==> src/rtl/cgra_cfg_sequencer.sv <==
// Configuration/run sequencer between the DMA word stream and the CGRA PE array.
// Optional RUN watchdog enabled by defining CGRA_RUN_TIMEOUT_EN.
module cgra_cfg_sequencer #(
  parameter int NUM_PE         = 4,
  parameter int PE_IDX_W       = 2,
  parameter int TIMEOUT_CYCLES = 255
) (
  input  logic                clk,
  input  logic                reset,
  input  logic                in_valid,
  input  logic [7:0]          in_data,
  output logic                cfg_we,
  output logic [PE_IDX_W-1:0] cfg_pe,
  output logic                cfg_kind,
  output logic [5:0]          cfg_data,
  output logic                pe_start,
  output logic [5:0]          pe_operand,
  input  logic                pe_done,
  input  logic [7:0]          pe_result,
  output logic                out_valid,
  output logic [7:0]          out_data,
  input  logic                out_ready,
  output logic                busy,
  output logic                err,
  output logic [2:0]          state_o
);

  typedef enum logic [2:0] {
    ST_CFG   = 3'd0,
    ST_READY = 3'd1,
    ST_RUN   = 3'd2,
    ST_DONE  = 3'd3,
    ST_OUT   = 3'd4
  } state_t;

  localparam logic [1:0] T_WEIGHT = 2'd0;
  localparam logic [1:0] T_CONFIG = 2'd1;
  localparam logic [1:0] T_START  = 2'd2;
  localparam logic [1:0] T_END    = 2'd3;
  localparam logic [PE_IDX_W-1:0] LAST_PE = PE_IDX_W'(NUM_PE - 1);

  if (NUM_PE < 2 || NUM_PE > 16 || PE_IDX_W != $clog2(NUM_PE) || TIMEOUT_CYCLES < 1) begin : g_param_check
    $error("cgra_cfg_sequencer: illegal parameter combination");
  end

  state_t                state_q, state_d;
  logic [PE_IDX_W-1:0]   pe_ptr_q, pe_ptr_d;
  logic                  in_valid_q;
  logic [7:0]            result_q, result_d;
  logic                  err_q, err_d;
  logic                  cfg_we_q, cfg_we_d;
  logic [PE_IDX_W-1:0]   cfg_pe_q, cfg_pe_d;
  logic                  cfg_kind_q, cfg_kind_d;
  logic [5:0]            cfg_data_q, cfg_data_d;
  logic                  pe_start_q, pe_start_d;
  logic [5:0]            pe_operand_q, pe_operand_d;
  logic                  out_valid_q, out_valid_d;
  logic [7:0]            out_data_q, out_data_d;
  logic                  accept_s;
  logic [1:0]            word_type_s;

`ifdef CGRA_RUN_TIMEOUT_EN
  localparam int CNT_W = $clog2(TIMEOUT_CYCLES + 1);
  localparam logic [CNT_W-1:0] CNT_LAST = CNT_W'(TIMEOUT_CYCLES - 1);
  logic [CNT_W-1:0] run_cnt_q, run_cnt_d;
`endif

  // A held wr_en level yields a single accepted word on its rising edge.
  assign accept_s    = in_valid & ~in_valid_q;
  assign word_type_s = in_data[7:6];

  // Next-state and registered-output decode.
  always_comb begin
    state_d      = state_q;
    pe_ptr_d     = pe_ptr_q;
    result_d     = result_q;
    err_d        = err_q;
    cfg_we_d     = 1'b0;
    cfg_pe_d     = cfg_pe_q;
    cfg_kind_d   = cfg_kind_q;
    cfg_data_d   = cfg_data_q;
    pe_start_d   = 1'b0;
    pe_operand_d = pe_operand_q;
    out_valid_d  = out_valid_q;
    out_data_d   = out_data_q;
`ifdef CGRA_RUN_TIMEOUT_EN
    run_cnt_d    = run_cnt_q;
`endif
    case (state_q)
      ST_CFG, ST_READY: begin
        if (accept_s) begin
          case (word_type_s)
            T_WEIGHT: begin
              cfg_we_d   = 1'b1;
              cfg_pe_d   = pe_ptr_q;
              cfg_kind_d = 1'b0;
              cfg_data_d = in_data[5:0];
            end
            T_CONFIG: begin
              cfg_we_d   = 1'b1;
              cfg_pe_d   = pe_ptr_q;
              cfg_kind_d = 1'b1;
              cfg_data_d = in_data[5:0];
              // Wrapping past the last PE completes a full configuration pass.
              if (pe_ptr_q == LAST_PE) begin
                pe_ptr_d = '0;
                state_d  = ST_READY;
              end else begin
                pe_ptr_d = pe_ptr_q + PE_IDX_W'(1);
              end
            end
            T_START: begin
              if (state_q == ST_READY) begin
                pe_start_d   = 1'b1;
                pe_operand_d = in_data[5:0];
                state_d      = ST_RUN;
`ifdef CGRA_RUN_TIMEOUT_EN
                run_cnt_d    = '0;
`endif
              end else begin
                err_d = 1'b1;
              end
            end
            default: err_d = 1'b1;
          endcase
        end else begin
          err_d = err_q;
        end
      end
      ST_RUN: begin
        err_d = err_q | accept_s;
        if (pe_done) begin
          result_d = pe_result;
          state_d  = ST_DONE;
        end else begin
`ifdef CGRA_RUN_TIMEOUT_EN
          if (run_cnt_q == CNT_LAST) begin
            err_d    = 1'b1;
            result_d = 8'hFF;
            state_d  = ST_DONE;
          end else begin
            run_cnt_d = run_cnt_q + CNT_W'(1);
          end
`else
          state_d = ST_RUN;
`endif
        end
      end
      ST_DONE: begin
        if (accept_s) begin
          if (word_type_s == T_END) begin
            out_valid_d = 1'b1;
            out_data_d  = result_q;
            state_d     = ST_OUT;
          end else begin
            err_d = 1'b1;
          end
        end else begin
          err_d = err_q;
        end
      end
      ST_OUT: begin
        err_d = err_q | accept_s;
        if (out_valid_q & out_ready) begin
          out_valid_d = 1'b0;
          state_d     = ST_READY;
        end else begin
          out_valid_d = out_valid_q;
        end
      end
      default: state_d = ST_CFG;
    endcase
  end

  // State and output registers.
  always_ff @(posedge clk or negedge reset) begin
    if (!reset) begin
      state_q      <= ST_CFG;
      pe_ptr_q     <= '0;
      in_valid_q   <= 1'b0;
      result_q     <= 8'h00;
      err_q        <= 1'b0;
      cfg_we_q     <= 1'b0;
      cfg_pe_q     <= '0;
      cfg_kind_q   <= 1'b0;
      cfg_data_q   <= 6'h00;
      pe_start_q   <= 1'b0;
      pe_operand_q <= 6'h00;
      out_valid_q  <= 1'b0;
      out_data_q   <= 8'h00;
`ifdef CGRA_RUN_TIMEOUT_EN
      run_cnt_q    <= '0;
`endif
    end else begin
      state_q      <= state_d;
      pe_ptr_q     <= pe_ptr_d;
      in_valid_q   <= in_valid;
      result_q     <= result_d;
      err_q        <= err_d;
      cfg_we_q     <= cfg_we_d;
      cfg_pe_q     <= cfg_pe_d;
      cfg_kind_q   <= cfg_kind_d;
      cfg_data_q   <= cfg_data_d;
      pe_start_q   <= pe_start_d;
      pe_operand_q <= pe_operand_d;
      out_valid_q  <= out_valid_d;
      out_data_q   <= out_data_d;
`ifdef CGRA_RUN_TIMEOUT_EN
      run_cnt_q    <= run_cnt_d;
`endif
    end
  end

  assign cfg_we     = cfg_we_q;
  assign cfg_pe     = cfg_pe_q;
  assign cfg_kind   = cfg_kind_q;
  assign cfg_data   = cfg_data_q;
  assign pe_start   = pe_start_q;
  assign pe_operand = pe_operand_q;
  assign out_valid  = out_valid_q;
  assign out_data   = out_data_q;
  assign err        = err_q;
  assign busy       = (state_q == ST_RUN) | (state_q == ST_OUT);
  assign state_o    = state_q;

endmodule

==> config.mk <==
export PLATFORM = sky130hd
export DESIGN_NAME = cgra_cfg_sequencer
export DESIGN_NICKNAME = d
export VERILOG_FILES = /design/src/rtl/cgra_cfg_sequencer.sv
export SDC_FILE = /design/constraint.sdc
export NUM_CORES = 1
export LEC_CHECK = 0
export BUFFER_PORTS_ARGS = -buffer_cell sky130_fd_sc_hd__buf_4
export CAP_MARGIN = 10
export CORE_AREA = 2 2 44 87
export CTS_BUF_LIST = sky130_fd_sc_hd__clkbuf_4
export CTS_CLUSTER_SIZE = 16
export DETAILED_ROUTE_END_ITERATION = 12
export DIE_AREA = 0 0 46 89
export PLACE_DENSITY = 0.81
export SYNTH_ARGS = -nofsm -noshare
export SYNTH_HDL_FRONTEND = slang
export SYNTH_SLANG_ARGS = --single-unit
==> constraint.sdc <==
create_clock -name clk -period 2.1 [get_ports clk]
set_input_delay 0.42 -clock clk [delete_from_list [all_inputs] [get_ports clk]]
set_output_delay 0.42 -clock clk [all_outputs]
set_load 0.01 [all_outputs]
==> impl_metrics.ini <==
[outcome]
status = completed

[logic_synthesis]
synth_cell_type_count = 29
ys.flop_type = dfrtp_1
ys_warn_count = 0
synth_top_area_share_pct = 59.8
syn-num-nets = 146
seq_area_frac_synth_pct = 59.8
synthTopCellsByArea = dfrtp_1 (60%), mux2_2 (21%), buf_2 (1.5%)
syn_area_per_cell_sq_um = 13.8
synthesis.area_sq_um = 1720
synth.largest_area_cell = dfrtp_1
synth_edf_count = 0
ys_seq_elements = 41
postSynthCellCount = 124
synthArstFlopShare_pct = 100

[sta]
maxSlewHeadroom_pct = 65.8
rsz0062_at_grt = false
holdWs_ns = 0.0308
slew_violations = 0
setup_tns_ns = 0
finalSetupViolations = 0
clock_skew_ns = 0.0148
setup_slack_ns = 0.194
finalHoldViolCount = 0
period_minus_slack_ns = 1.91
period_share_pct = 90.7
tightestPinTransition_ns = 0.500
fmax_ghz = 0.525

[place]
place.port_buffers = 51
dp_hpwl_microns = 2680
place_congestion = 0.914
pre_cts_slack_ns = 0.202
dp_cells = 204
dpl_cell_area_sq_um = 2130

[power_and_ir_drop]
p_leak_nw = 1.22
ir_worst_vdd_uv = 637
pwr_density_cell_nw_per_um2 = 654

[grt]
grt_pass1_vias = 1244
grt_max_degree = 42
grt_pass1_wl_microns = 5700
overflow = 0
antenna_found_initial = 0
globalRouteTotalUtil_pct = 19.5

[run]
max_cap_violations = 0

[route]
vias = 1171
ant_nets = 0
drt-wirelength-per-cell_microns = 16.6
drt_first_iter_violations = 24
viasPerCell = 5.52
drcViolationCount = 0
wl_microns = 3510
drt_pass1_iterations = 4

[setup_path]
cp_max_fo = 11
cp-end-kind = flip-flop
arrival_ns = 2.13
critPathLaunchType = flip-flop
worst-endpoint-required_ns = 2.33
worstSetupPathType = reg -> reg
r2r_cells = 4

[clock_tree]
clk_pin_slew_worst_paths_ns = 0.12
cts_buffers = 5
cts_resized = 0
htree_levels = 2
clock-root-buffer = clkbuf_4
hold_buffers = 0
clock_sinks = 41
cts_tree = built
clock_latency_ns = 0.35
post-cts-setup-buffers = 0
clockBufferDepth = 2

[floorplanning]
coreArea_sq_um = 3380
fp.dieW_microns = 46
start_util_pct = 50.8
rows = 30
die_area_sq_um = 4090
io_pins = 52
die_y_microns = 89

[finish]
syn2layout_area_growth_pct = 30.3
layout_common_cells = buf_4 (54), dfrtp_1 (41), mux2_2 (32)
final_area_sq_um = 2230
stdcell_count = 212
layout_commonest_cell = buf_4
diodes = 0
nNetsFinal = 201
drive_gt1_share_pct = 55.0

[worst_hold_path]
hp-class = in -> async
## cells by family (layout without fill, tap and decap cells)
logic type      Yosys count  count (layout)  synth area share (%)
simple gates             23              23                  8.75
xor+xnor                  2               2                  1.02
flops                    41              41                  59.8
compound gates           14              14                  5.91
buf+inv                  11              67                  2.77
mux                      32              32                  21.0
fa+ha+maj                 1               1                 0.729
## per-stage QoR
stage | util, % | total power, mW
3_5_place_dp | 63.1 | 0.863
4_1_cts | 66.1 | 1.48
3_3_place_gp | 63.1 | 0.861
6_report | 66.1 | 1.46
2_1_floorplan | - | 0.815
5_1_grt | 66.1 | 1.52
## cell usage after synthesis (all sizes together), types with 2 or more instances
library cell,number
inv,5
and2b,2
buf,6
nor3,2
nand3,3
xnor2,2
or2,2
o31ai,2
dfrtp,41
nor2,5
and3b,2
o21ai,2
and3,2
a21oi,2
nand2,2
mux2,32
a21o,2
## worst paths after layout
path | startpoint | end | slack [ns]
max | state_o[2] | pe_ptr_q[1] | 0.19
min | reset | result_q[4] | 0.03
max reg2reg | state_o[2] | pe_ptr_q[1] | 0.19
min reg2reg | err | err | 0.49
max in group asynchronous | reset | pe_operand[2] | 1.72
min in group clk | in_valid | in_valid_q | 0.18
## power by group
group / switching, mW / internal [mW] / leakage (nW)
Combinational: 0.0282 / 0.0273 / 0.614
Sequential: 0.000433 / 0.790 / 0.555
Clock: 0.246 / 0.369 / 0.0552
## critical path: stages (launching register included)
cell and delay, ns:
dfrtp_1 0.57, nor2_1 0.26, and3_1 0.48, nand2_1 0.18, mux2_2 0.30
## layer usage
layer | up-vias | track usage [%] | wire, microns
met3 | 7 | 4.04 | 139
met2 | 35 | 32.3 | 2020
met5 | - | 0 | 0
met1 | 579 | 23.3 | 1260
li1 | 550 | - | -
met4 | 0 | 9.35 | 86
## area by class of cell
cell class / count / area (sq um)
fill: 268 / 1140
sequential: 41 / 1030
multi-input combinational: 72 / 642
timing repair buffer: 54 / 405
clock inverter: 3 / 65.1
tap: 32 / 40.0
clock buffer: 5 / 37.5
inverter: 5 / 18.8
## registers in the layout (all words and copies together) (netlist names)
register,cells
out_valid,1
in_valid_q,1
cfg_kind,1
cfg_we,1
state_o,3
pe_operand,6
cfg_data,6
pe_start,1
pe_ptr_q,2
cfg_pe,2
out_data,8
result_q,8
err,1
No activity file was read; power rests on OpenSTA's default activity.
